File: src/rtl/moore_stepper_tx_pkg.sv
// Shared definitions for the serial step transmitter and its receiver models:
// FSM state encoding and modulo subtraction at an arbitrary state width.
package moore_stepper_tx_pkg;

    typedef enum logic [1:0] {
        ST_IDLE  = 2'd0,
        ST_PULSE = 2'd1,
        ST_GAP   = 2'd2,
        ST_DONE  = 2'd3
    } tx_state_e;

    // (a - b) mod 2^width, unsigned, for widths up to 32 bits.
    function automatic int unsigned wrap_sub(input int unsigned a,
                                             input int unsigned b,
                                             input int unsigned width);
        int unsigned mask;
        mask = (width >= 32) ? 32'hFFFF_FFFF : ((32'd1 << width) - 32'd1);
        return (a - b) & mask;
    endfunction

endpackage

File: src/rtl/moore_stepper_tx.sv
// Drives the x line of an up-counting Moore receiver so that its state reaches
// a requested target, keeping a local mirror of the receiver state.
module moore_stepper_tx
    import moore_stepper_tx_pkg::*;
#(
    parameter int STATE_W    = 2,
    parameter int GAP_CYCLES = 1
) (
    input  logic               clk,
    input  logic               n_rst,
    input  logic               req_valid,
    input  logic [STATE_W-1:0] req_target,
    output logic               req_ready,
    output logic               x,
    output logic [STATE_W-1:0] mirror_state,
    output logic               busy,
    output logic               done
);

    localparam int GAP_W = (GAP_CYCLES > 0) ? (($clog2(GAP_CYCLES + 1) > 0) ? $clog2(GAP_CYCLES + 1) : 1) : 1;
    // The gap counter counts down to zero, so GAP_CYCLES idle cycles need a load of GAP_CYCLES-1.
    localparam logic [GAP_W-1:0] GAP_LOAD = (GAP_CYCLES > 0) ? GAP_W'(GAP_CYCLES - 1) : '0;

    tx_state_e          state_q,     state_d;
    logic [STATE_W-1:0] mirror_q,    mirror_d;
    logic [STATE_W-1:0] remaining_q, remaining_d;
    logic [GAP_W-1:0]   gap_cnt_q,   gap_cnt_d;
    logic [STATE_W-1:0] distance;

    always_ff @(posedge clk or negedge n_rst) begin
        if (!n_rst) begin
            state_q     <= ST_IDLE;
            mirror_q    <= '0;
            remaining_q <= '0;
            gap_cnt_q   <= '0;
        end else begin
            state_q     <= state_d;
            mirror_q    <= mirror_d;
            remaining_q <= remaining_d;
            gap_cnt_q   <= gap_cnt_d;
        end
    end

    always_comb begin
        state_d     = state_q;
        mirror_d    = mirror_q;
        remaining_d = remaining_q;
        gap_cnt_d   = gap_cnt_q;
        distance    = STATE_W'(wrap_sub(32'(req_target), 32'(mirror_q), unsigned'(STATE_W)));

        case (state_q)
            ST_IDLE: begin
                if (req_valid) begin
                    remaining_d = distance;
                    state_d     = (distance == '0) ? ST_DONE : ST_PULSE;
                end
            end
            ST_PULSE: begin
                mirror_d    = mirror_q + STATE_W'(1);
                remaining_d = remaining_q - STATE_W'(1);
                // The last pulse goes straight to DONE; no trailing gap.
                if (remaining_q == STATE_W'(1)) begin
                    state_d = ST_DONE;
                end else if (GAP_CYCLES > 0) begin
                    state_d   = ST_GAP;
                    gap_cnt_d = GAP_LOAD;
                end else begin
                    state_d = ST_PULSE;
                end
            end
            ST_GAP: begin
                if (gap_cnt_q == '0) begin
                    state_d = ST_PULSE;
                end else begin
                    gap_cnt_d = gap_cnt_q - GAP_W'(1);
                end
            end
            ST_DONE: begin
                state_d = ST_IDLE;
            end
            default: begin
                state_d = ST_IDLE;
            end
        endcase
    end

    assign x            = (state_q == ST_PULSE);
    assign done         = (state_q == ST_DONE);
    assign busy         = (state_q != ST_IDLE);
    assign req_ready    = (state_q == ST_IDLE);
    assign mirror_state = mirror_q;

endmodule

File: config.mk
export PLATFORM = sky130hd
export DESIGN_NAME = moore_stepper_tx
export DESIGN_NICKNAME = d
export VERILOG_FILES = /design/src/rtl/moore_stepper_tx_pkg.sv /design/src/rtl/moore_stepper_tx.sv
export SDC_FILE = /design/constraint.sdc
export NUM_CORES = 1
export LEC_CHECK = 0
export BUFFER_PORTS_ARGS = -buffer_cell sky130_fd_sc_hd__buf_4
export CAP_MARGIN = 15
export CORE_AREA = 5 5 42 44
export CTS_BUF_LIST = sky130_fd_sc_hd__clkbuf_4 sky130_fd_sc_hd__clkbuf_8
export CTS_CLUSTER_SIZE = 28
export DETAILED_ROUTE_END_ITERATION = 16
export DIE_AREA = 0 0 47 49
export GPL_TIMING_DRIVEN = 1
export PLACE_DENSITY = 0.54
export SKIP_CTS_REPAIR_TIMING = 1
export SYNTH_ARGS = -nofsm -noshare
export SYNTH_HDL_FRONTEND = slang
export SYNTH_SLANG_ARGS = --single-unit
File: constraint.sdc
create_clock -name clk -period 1.8 [get_ports clk]
set_clock_uncertainty 0.1 [all_clocks]
set_input_delay 0.27 -clock clk [delete_from_list [all_inputs] [get_ports clk]]
set_output_delay 0.27 -clock clk [all_outputs]
set_load 0.02 [all_outputs]
==> run summary <==
largest buffer count on any clock path: 2
GRT Residual Overflow: 0
DR top layer: met4
Gate Count Post-Synth: 32
final RePlAce weighted congestion: 0.663
cell row count: 14
Critical Path RT: 1430 ps
Reg2Reg Setup Slack: 430 ps
crit path max fanout: 7
drt initial violations: 5
setup TNS: 0 ps
fin. max-slew vios: 0
Final Worst Setup Slack: 235 ps
vias in the first global route: 284
power per cell area: 2040 nW/um^2
drt first pass iters: 4
setup violators final: 0
vias per cell: 4.31
total number of yosys warnings: 0
netlist area before placement: 328 sq um
DRC viols: 0
Post-Layout Inst Area: 455 sq um
initial antenna violation count: 0
fillers: 150
first-pass GRT wire length: 1210 microns
Synth area leaders: dfrtp_1, xnor2_1, ha_1
post-route insts no fill: 62
total power: 0.930 mW
register area share after synthesis: 45.8%
core area: 1400 sq um
status: completed
DPL Wire Length: 537 microns
VDD IR max: 0.000415 V
All-Layer GR Usage: 7.50%
Final Hold Fails: 0
Area after DPL: 423 sq um
WL per Instance: 11.1 microns
share of the synthesized area in the top cell type: 45.8%
IO Count: 11
max frequency: 639 MHz
P_leak: 0.226 nW
CTS tree: built
critical path type: register to output pin
Setup crit end kind: output pin
synthesized flop and latch total: 6
worst-case reg-to-reg path depth: 4
synthesized net count: 39
maxcap violations: 0
I/O Buffers: 10
Sink Count: 6
WHS Path Cells: 3
width of the die: 47 microns
crit path DAT: 1190 ps
root buf cell: clkbuf_4
DRT antenna net count: 0
crit path time final: 1560 ps
wl on met1: 302 microns
CTS buffer count: 3
Hold WS: 230 ps
Synth cell types: 17
Initial Util: 23.4%
HP Class: primary input to register
die height: 49 microns
Synth Area per Inst: 10.2 sq um
placed instance count: 58
Syn-to-layout area delta: 38.9%
CP Launch Type: register
largest net degree at the start of global routing: 9
WL final: 688 microns
unrepaired setup endpoints after global routing: no
Post-Route Utilization: 32.5%
Worst-path clk slew: 50 ps
Worst slew margin: 86.7%
Setup WS pre-CTS: 456 ps
n_diodes: 0
fraction of layout cells with a size suffix above 1: 34.8%
Vias: 267
Clock Latency Late Sink: 250 ps
worst-margin pin slew: 198 ps
metal2 WL: 331 microns
Final period util: 86.9%
H-tree levels: 1
Final nets: 55
Met3 Wirelength: 33 microns
area leader, netlist: dfrtp_1
full die area: 2300 sq um
==> registers in the layout, indices dropped and copies added (netlist names) <==
name / cells
mirror_state: 2
remaining_q: 2
state_q: 2
==> where the power goes <==
part	switching [mW]	internal [mW]	total (mW)
clock	0.0547	0.0758	0.131
combinational	0.252	0.261	0.513
sequential	0.0793	0.207	0.287
==> kinds of logic after synthesis <==
| group | Yosys count | synth area share, % |
|---|---|---|
| xor gates and xnor gates | 4 | 10.7 |
| adders and majority gates | 2 | 7.63 |
| AOI/OAI and AO/OA | 7 | 16.4 |
| buffers and inverters | 5 | 5.72 |
| and+or+nand+nor | 8 | 13.7 |
| DFF | 6 | 45.8 |
==> worst max-delay path, stage by stage (launching register included) <==
cell and delay [ps]:
dfrtp_1 430, or2_2 330, inv_1 60, buf_4 130
==> Yosys cell counts <==
master    number
dfrtp_1        6
inv_1          4
xnor2_1        4
ha_1           2
nand2_1        2
nand2b_1       2
o22a_1         2
a21oi_1        1
and2_1         1
and3b_1        1
inv_2          1
nor2_1         1
o21ai_0        1
o21ba_2        1
o31a_1         1
o31ai_1        1
or2_2          1
==> per-layer routing <==
| metal | track usage, % | up-vias |
|---|---|---|
| met1 | 8.71 | 125 |
| met5 | 0 | - |
| met4 | 6.91 | 0 |
| met3 | 1.85 | 2 |
| li1 | - | 134 |
| met2 | 10.6 | 6 |
==> cells in the final DEF, fill, tap and decap left out, drive strengths merged, types with 2 or more instances in the layout <==
| cell | n |
|---|---|
| buf | 10 |
| nand2b | 2 |
| o22a | 2 |
| ha | 2 |
| xnor2 | 4 |
| nand2 | 2 |
| inv | 5 |
| dfrtp | 6 |
| clkbuf | 3 |
==> final cells by class <==
type	count	area [sq um]	share of cell area (%)
multi-input cells	21	159	34.9
flip-flops and latches	6	150	33.0
repair buffers	11	85.1	18.7
clock buffers	3	22.5	4.95
well taps	16	20.0	4.40
inverters	5	18.8	4.12
==> path summary, 6_finish.rpt <==
| path | from | endpoint |
|---|---|---|
| max in group asynchronous | n_rst | remaining_q[1] |
| min | req_valid | state_q[0] |
| min in group asynchronous | n_rst | state_q[1] |
| max | state_q[1] | req_ready |
| min reg2reg | mirror_state[1] | mirror_state[1] |
| max reg2reg | mirror_state[0] | remaining_q[1] |
Note: power is estimated with default switching activity, not from simulation.
